--- config.mk ---
export PLATFORM = sky130hd
export DESIGN_NAME = uart_rx_word
export DESIGN_NICKNAME = d
export VERILOG_FILES = /design/src/rtl/uart_rx_word.sv
export SDC_FILE = /design/constraint.sdc
export NUM_CORES = 1
export LEC_CHECK = 0
export BUFFER_PORTS_ARGS = -buffer_cell sky130_fd_sc_hd__buf_2
export CAP_MARGIN = 0
export CORE_MARGIN = 5
export CORE_UTILIZATION = 45
export DETAILED_ROUTE_END_ITERATION = 8
export PLACE_DENSITY_LB_ADDON = 0.25
export SYNTH_ARGS = -nofsm -noshare
export SYNTH_HDL_FRONTEND = slang
export SYNTH_SLANG_ARGS = --single-unit
--- constraint.sdc ---
create_clock -name clk -period 2.5 [get_ports clk]
set_clock_uncertainty 0.1 [all_clocks]
set_input_delay 0.125 -clock clk [delete_from_list [all_inputs] [get_ports clk]]
set_output_delay 0.125 -clock clk [all_outputs]
set_load 0.02 [all_outputs]
--- src/rtl/uart_rx_word.sv ---
// UART 8N1 receiver packing consecutive bytes little-endian into
// DATA_WIDTH words delivered on an AXI-Stream master port.
module uart_rx_word #(
   parameter int DATA_WIDTH  = 32,
   parameter int SYNC_STAGES = 2
) (
   input  logic                  clk,
   input  logic                  rst_n,
   input  logic                  rxd,
   input  logic [15:0]           prescale,
   output logic [DATA_WIDTH-1:0] m_axis_tdata,
   output logic                  m_axis_tvalid,
   input  logic                  m_axis_tready,
   output logic                  busy,
   output logic                  overrun_error,
   output logic                  frame_error
);

   localparam int NB = DATA_WIDTH / 8;
   localparam int BW = (NB > 1) ? $clog2(NB) : 1;

   typedef enum logic [1:0] {IDLE, START, DATA, STOP} state_t;

   state_t                 state_q, state_d;
   logic [SYNC_STAGES-1:0] sync_q;
   logic                   rxs;
   logic [15:0]            p_q;
   logic [15:0]            p_eff;
   logic [18:0]            cnt_q, cnt_d;
   logic [18:0]            half_ld, full_ld;
   logic [2:0]             idx_q, idx_d;
   logic [7:0]             sh_q;
   logic [BW-1:0]          bcnt_q;
   logic [DATA_WIDTH-1:0]  word_q, word_full;
   logic                   expire, shift_en;
   logic                   byte_ok, byte_bad, word_done;

   assign rxs     = sync_q[SYNC_STAGES-1];
   assign busy    = (state_q != IDLE);
   assign p_eff   = (prescale == 16'd0) ? 16'd1 : prescale;
   assign half_ld = {1'b0, p_eff, 2'b00} - 19'd1;
   assign full_ld = {p_q, 3'b000} - 19'd1;
   assign expire  = (cnt_q == 19'd0);

   always_comb begin
      state_d  = state_q;
      cnt_d    = cnt_q;
      idx_d    = idx_q;
      shift_en = 1'b0;
      byte_ok  = 1'b0;
      byte_bad = 1'b0;
      unique case (state_q)
         IDLE: begin
            if (!rxs) begin
               state_d = START;
               cnt_d   = half_ld;
            end
         end
         START: begin
            if (!expire) begin
               cnt_d = cnt_q - 19'd1;
            end else if (rxs) begin
               state_d = IDLE;
            end else begin
               state_d = DATA;
               idx_d   = 3'd0;
               cnt_d   = full_ld;
            end
         end
         DATA: begin
            if (!expire) begin
               cnt_d = cnt_q - 19'd1;
            end else begin
               shift_en = 1'b1;
               cnt_d    = full_ld;
               idx_d    = idx_q + 3'd1;
               if (idx_q == 3'd7) state_d = STOP;
            end
         end
         STOP: begin
            if (!expire) begin
               cnt_d = cnt_q - 19'd1;
            end else begin
               state_d  = IDLE;
               byte_ok  = rxs;
               byte_bad = !rxs;
            end
         end
         default: state_d = IDLE;
      endcase
   end

   assign word_done = byte_ok && (bcnt_q == BW'(NB - 1));

   // sh_q already holds the full byte when the stop bit is sampled
   always_comb begin
      word_full = word_q;
      for (int k = 0; k < NB; k++) begin
         if (bcnt_q == BW'(k)) word_full[8*k +: 8] = sh_q;
      end
   end

   always_ff @(posedge clk or negedge rst_n) begin
      if (!rst_n) begin
         sync_q  <= '1;
         state_q <= IDLE;
         cnt_q   <= '0;
         idx_q   <= '0;
         p_q     <= 16'd1;
         sh_q    <= '0;
      end else begin
         sync_q  <= {sync_q[SYNC_STAGES-2:0], rxd};
         state_q <= state_d;
         cnt_q   <= cnt_d;
         idx_q   <= idx_d;
         if (state_q == IDLE && !rxs) p_q <= p_eff;
         if (shift_en) sh_q <= {rxs, sh_q[7:1]};
      end
   end

   always_ff @(posedge clk or negedge rst_n) begin
      if (!rst_n) begin
         bcnt_q <= '0;
         word_q <= '0;
      end else if (byte_bad || word_done) begin
         bcnt_q <= '0;
         word_q <= '0;
      end else if (byte_ok) begin
         bcnt_q <= bcnt_q + BW'(1);
         word_q <= word_full;
      end
   end

   always_ff @(posedge clk or negedge rst_n) begin
      if (!rst_n) begin
         m_axis_tdata  <= '0;
         m_axis_tvalid <= 1'b0;
         overrun_error <= 1'b0;
         frame_error   <= 1'b0;
      end else begin
         overrun_error <= 1'b0;
         frame_error   <= byte_bad;
         if (m_axis_tvalid && m_axis_tready) m_axis_tvalid <= 1'b0;
         if (word_done) begin
            if (!m_axis_tvalid || m_axis_tready) begin
               m_axis_tdata  <= word_full;
               m_axis_tvalid <= 1'b1;
            end else begin
               overrun_error <= 1'b1;
            end
         end
      end
   end

endmodule

==> flow_summary.ini <==
[outcome]
status = complete, but fails checks
violations = setup timing

[critical_path]
end_kind = flip-flop
r2r_cells = 6
cp.depth = 6
slowest_delay_ns = 0.56
crit_path_end = m_axis_tdata[31]
crit_chain = or4_4 -> nor4_4 -> and3_1 -> and4_4 -> clkbuf_16 -> mux2_2
path_max_fanout = 8
critPathBufInv = 1
rrSetupSlack_ns = -0.04
startpoint_type = flip-flop
path_class = flip-flop to flip-flop
worstSetupStartpoint = cnt_q[11]
required_ns = 2.65
cp.arrival_ns = 2.68
crit_slowest_cell = or4_4
critical_path.top_delay_family = simple AND/OR/NAND/NOR gates
reg2reg_from = cnt_q[11]
reg2reg_to = m_axis_tdata[31]

[placement]
dp_hpwl_um = 10800
place_congestion = 0.856
dp_slack_ns = -0.0427
port-buffer-count = 55

[floorplan]
core_area_um2 = 13100
initial_core_util = 0.455
pin_count = 56
fp.dieArea_um2 = 15600
dieHeight_um = 125
die-width_um = 125
fp-row-count = 42

[timing]
hold_violations = 0
drv_slew = 0
grt_setup_unrepaired = yes
setup_slack_ns = -0.0369
worst_slew_pin_slew_ns = 0.780
fmax_mhz = 394
finalSetupViolCount = 4
relSlewSlack = 0.480
period_share = 1.01
min_period_ns = 2.54

[yosys]
yosys.area.top_type = dfrtp_1
synth_cell_types = 63
synth_edf_count = 0
yosysWarningCount = 0
syn_area_um2 = 5950
ys_ff_latch = 111
syn_inst = 583
synthFlopType = dfrtp_1
syn_avg_cell_area_um2 = 10.2
synth.area.top_cells = dfrtp_1, mux2_2, mux2i_1, a22o_1, nor2_1
synthesis.nets = 618
async_reset_ff_frac = 1.00
ys_seq_area_frac = 0.467
synth_top_area_share = 0.454

[pwr]
power.leakage_uw = 0.00353
power_uw = 6540
p_comb_frac = 0.410
p_sw_uw = 2480
clockPowerShare = 0.218
vdd_drop_max_mv = 0.535
pwr_density_cell_nw_per_um2 = 861
p_seq_frac = 0.372
switching_share = 0.379
intPower_uw = 4060

[final_layout]
areaGrowthSynthToFinish_pct = 27.7
diodes = 0
fin_nets = 737
final_cell_mix = dfrtp_1, buf_4, buf_2
drive_gt1_frac = 0.329
final_common_cell = dfrtp_1

[clocking]
numCtsBuffers = 9
cts_root_buffer = clkbuf_16
clk_pin_slew_ns = 0.08
clk_path_buf_depth = 2
clock_latency_ns = 0.36
cts_tree = built
h-tree-depth = 3
clock_sinks = 111

[route]
wirelength_um = 15500
via_per_inst = 5.72
wl_per_cell_um = 17.5
drc = 0
antenna_left = 0
vias = 5049
dr.pass1.iters = 5
first_iter_violations = 452

[grt]
grt_max_degree = 52
grt.overflow.total = 0
grt_pass1_wl_um = 24400
grt_use_total = 0.189
grt_antenna_before_repair = 0
grt_pass1_vias = 4896

[min_path]
min_path_type = input port to flip-flop

[run]
cap_violations = 0
==> cells by family after synthesis <==
| logic type | after synthesis | share of synthesized area |
|---|---|---|
| AO/OA/AOI/OAI | 141 | 0.166 |
| XOR/XNOR | 23 | 0.0339 |
| adder cells (fa/ha/maj) | 15 | 0.0315 |
| buffers and inverters | 57 | 0.0439 |
| flip-flops | 111 | 0.467 |
| multiplexers | 55 | 0.0986 |
| AND/OR/NAND/NOR | 181 | 0.159 |
==> routing by layer <==
layer,global-route usage,vias up,part of all wire
li1,-,2387,-
met1,0.244,2495,0.43
met2,0.314,135,0.50
met3,0.0320,32,0.042
met4,0.0848,0,0.031
met5,0,-,0
==> registers in the layout, summed over array words and instances (netlist names), named ones only <==
register / flops
sync_q: 2
p_q: 16
frame_error: 1
word_q: 24
idx_q: 3
cnt_q: 19
m_axis_tvalid: 1
m_axis_tdata: 32
state_q: 1
overrun_error: 1
sh_q: 8
bcnt_q: 2
==> how the worst min path moves through the flow <==
| stage | startpoint | endpoint | slack [ns] | cells after the start |
|---|---|---|---|---|
| after global placement | rst_n | m_axis_tdata[11] | 0.06 | 1 |
| after detailed placement | rst_n | m_axis_tdata[12] | 0.07 | 1 |
| after CTS | prescale[14] | p_q[14] | 0.02 | 3 |
| after global routing | prescale[13] | p_q[13] | 0.04 | 3 |
| final | prescale[14] | p_q[14] | 0.03 | 3 |
| after floorplan | rst_n | async pin | -0.27 | 0 |
==> per-stage QoR <==
| step | hold WS (ns) | setup TNS [ns] | utilization | instance area (um^2) | std cells |
|---|---|---|---|---|---|
| final | 0.0321 | -0.112 | 0.581 | 7600 | 882 |
| after detailed placement | 0.0729 | -0.127 | 0.524 | 6860 | 850 |
| after floorplan | -0.271 | 0 | - | 5950 | 583 |
| after global routing | 0.0393 | -2.05 | 0.581 | 7600 | 882 |
| after global placement | 0.0634 | 0 | 0.524 | 6860 | 850 |
| after CTS | 0.0235 | 0 | 0.552 | 7220 | 872 |
==> synth_stat cells (13+ instances only) <==
| library cell | instances |
|---|---|
| nand2_1 | 35 |
| nand3_1 | 16 |
| mux2_2 | 29 |
| a22o_1 | 29 |
| ha_1 | 15 |
| xnor2_1 | 13 |
| dfrtp_1 | 108 |
| a21oi_1 | 42 |
| inv_1 | 18 |
| o21ai_0 | 17 |
| mux2i_1 | 26 |
| nor2_1 | 59 |
| clkbuf_1 | 14 |
==> power by group through the flow <==
stage	clock (uW)	sequential, uW	combinational [uW]
6_report	1430	2430	2680
5_1_grt	1520	2470	2940
4_1_cts	1460	2410	2550
3_5_place_dp	0	2440	2520
3_3_place_gp	0	2430	2480
2_1_floorplan	0	2420	1630
==> what timing repair did <==
item / CTS / global route
gates cloned: 0 / 6
hold buffers: 7 / 0
endpoints found under the setup margin: 2 / 81
endpoints found under the hold margin: 46 / 0
setup buffers: 0 / 4
pin swaps: 0 / 5
gates resized for setup: 3 / 58
==> area by class of cell <==
type                            count  area (um^2)
Fill cell                        1104         5490
Sequential cell                   111         2780
Clock buffer                        9          225
Tap cell                          176          220
Timing Repair Buffer              146         1140
Inverter                           18         67.6
Clock inverter                      6         60.1
Multi-Input combinational cell    416         3100
==> worst register-to-register path, delay by kind of cell, from the launching register on <==
kind          cells  cell delay [ns]
mux               1             0.33
simple gates      4             1.43
flops             1             0.39
buf+inv           1             0.18
Note: power is estimated with default switching activity, not from simulation.
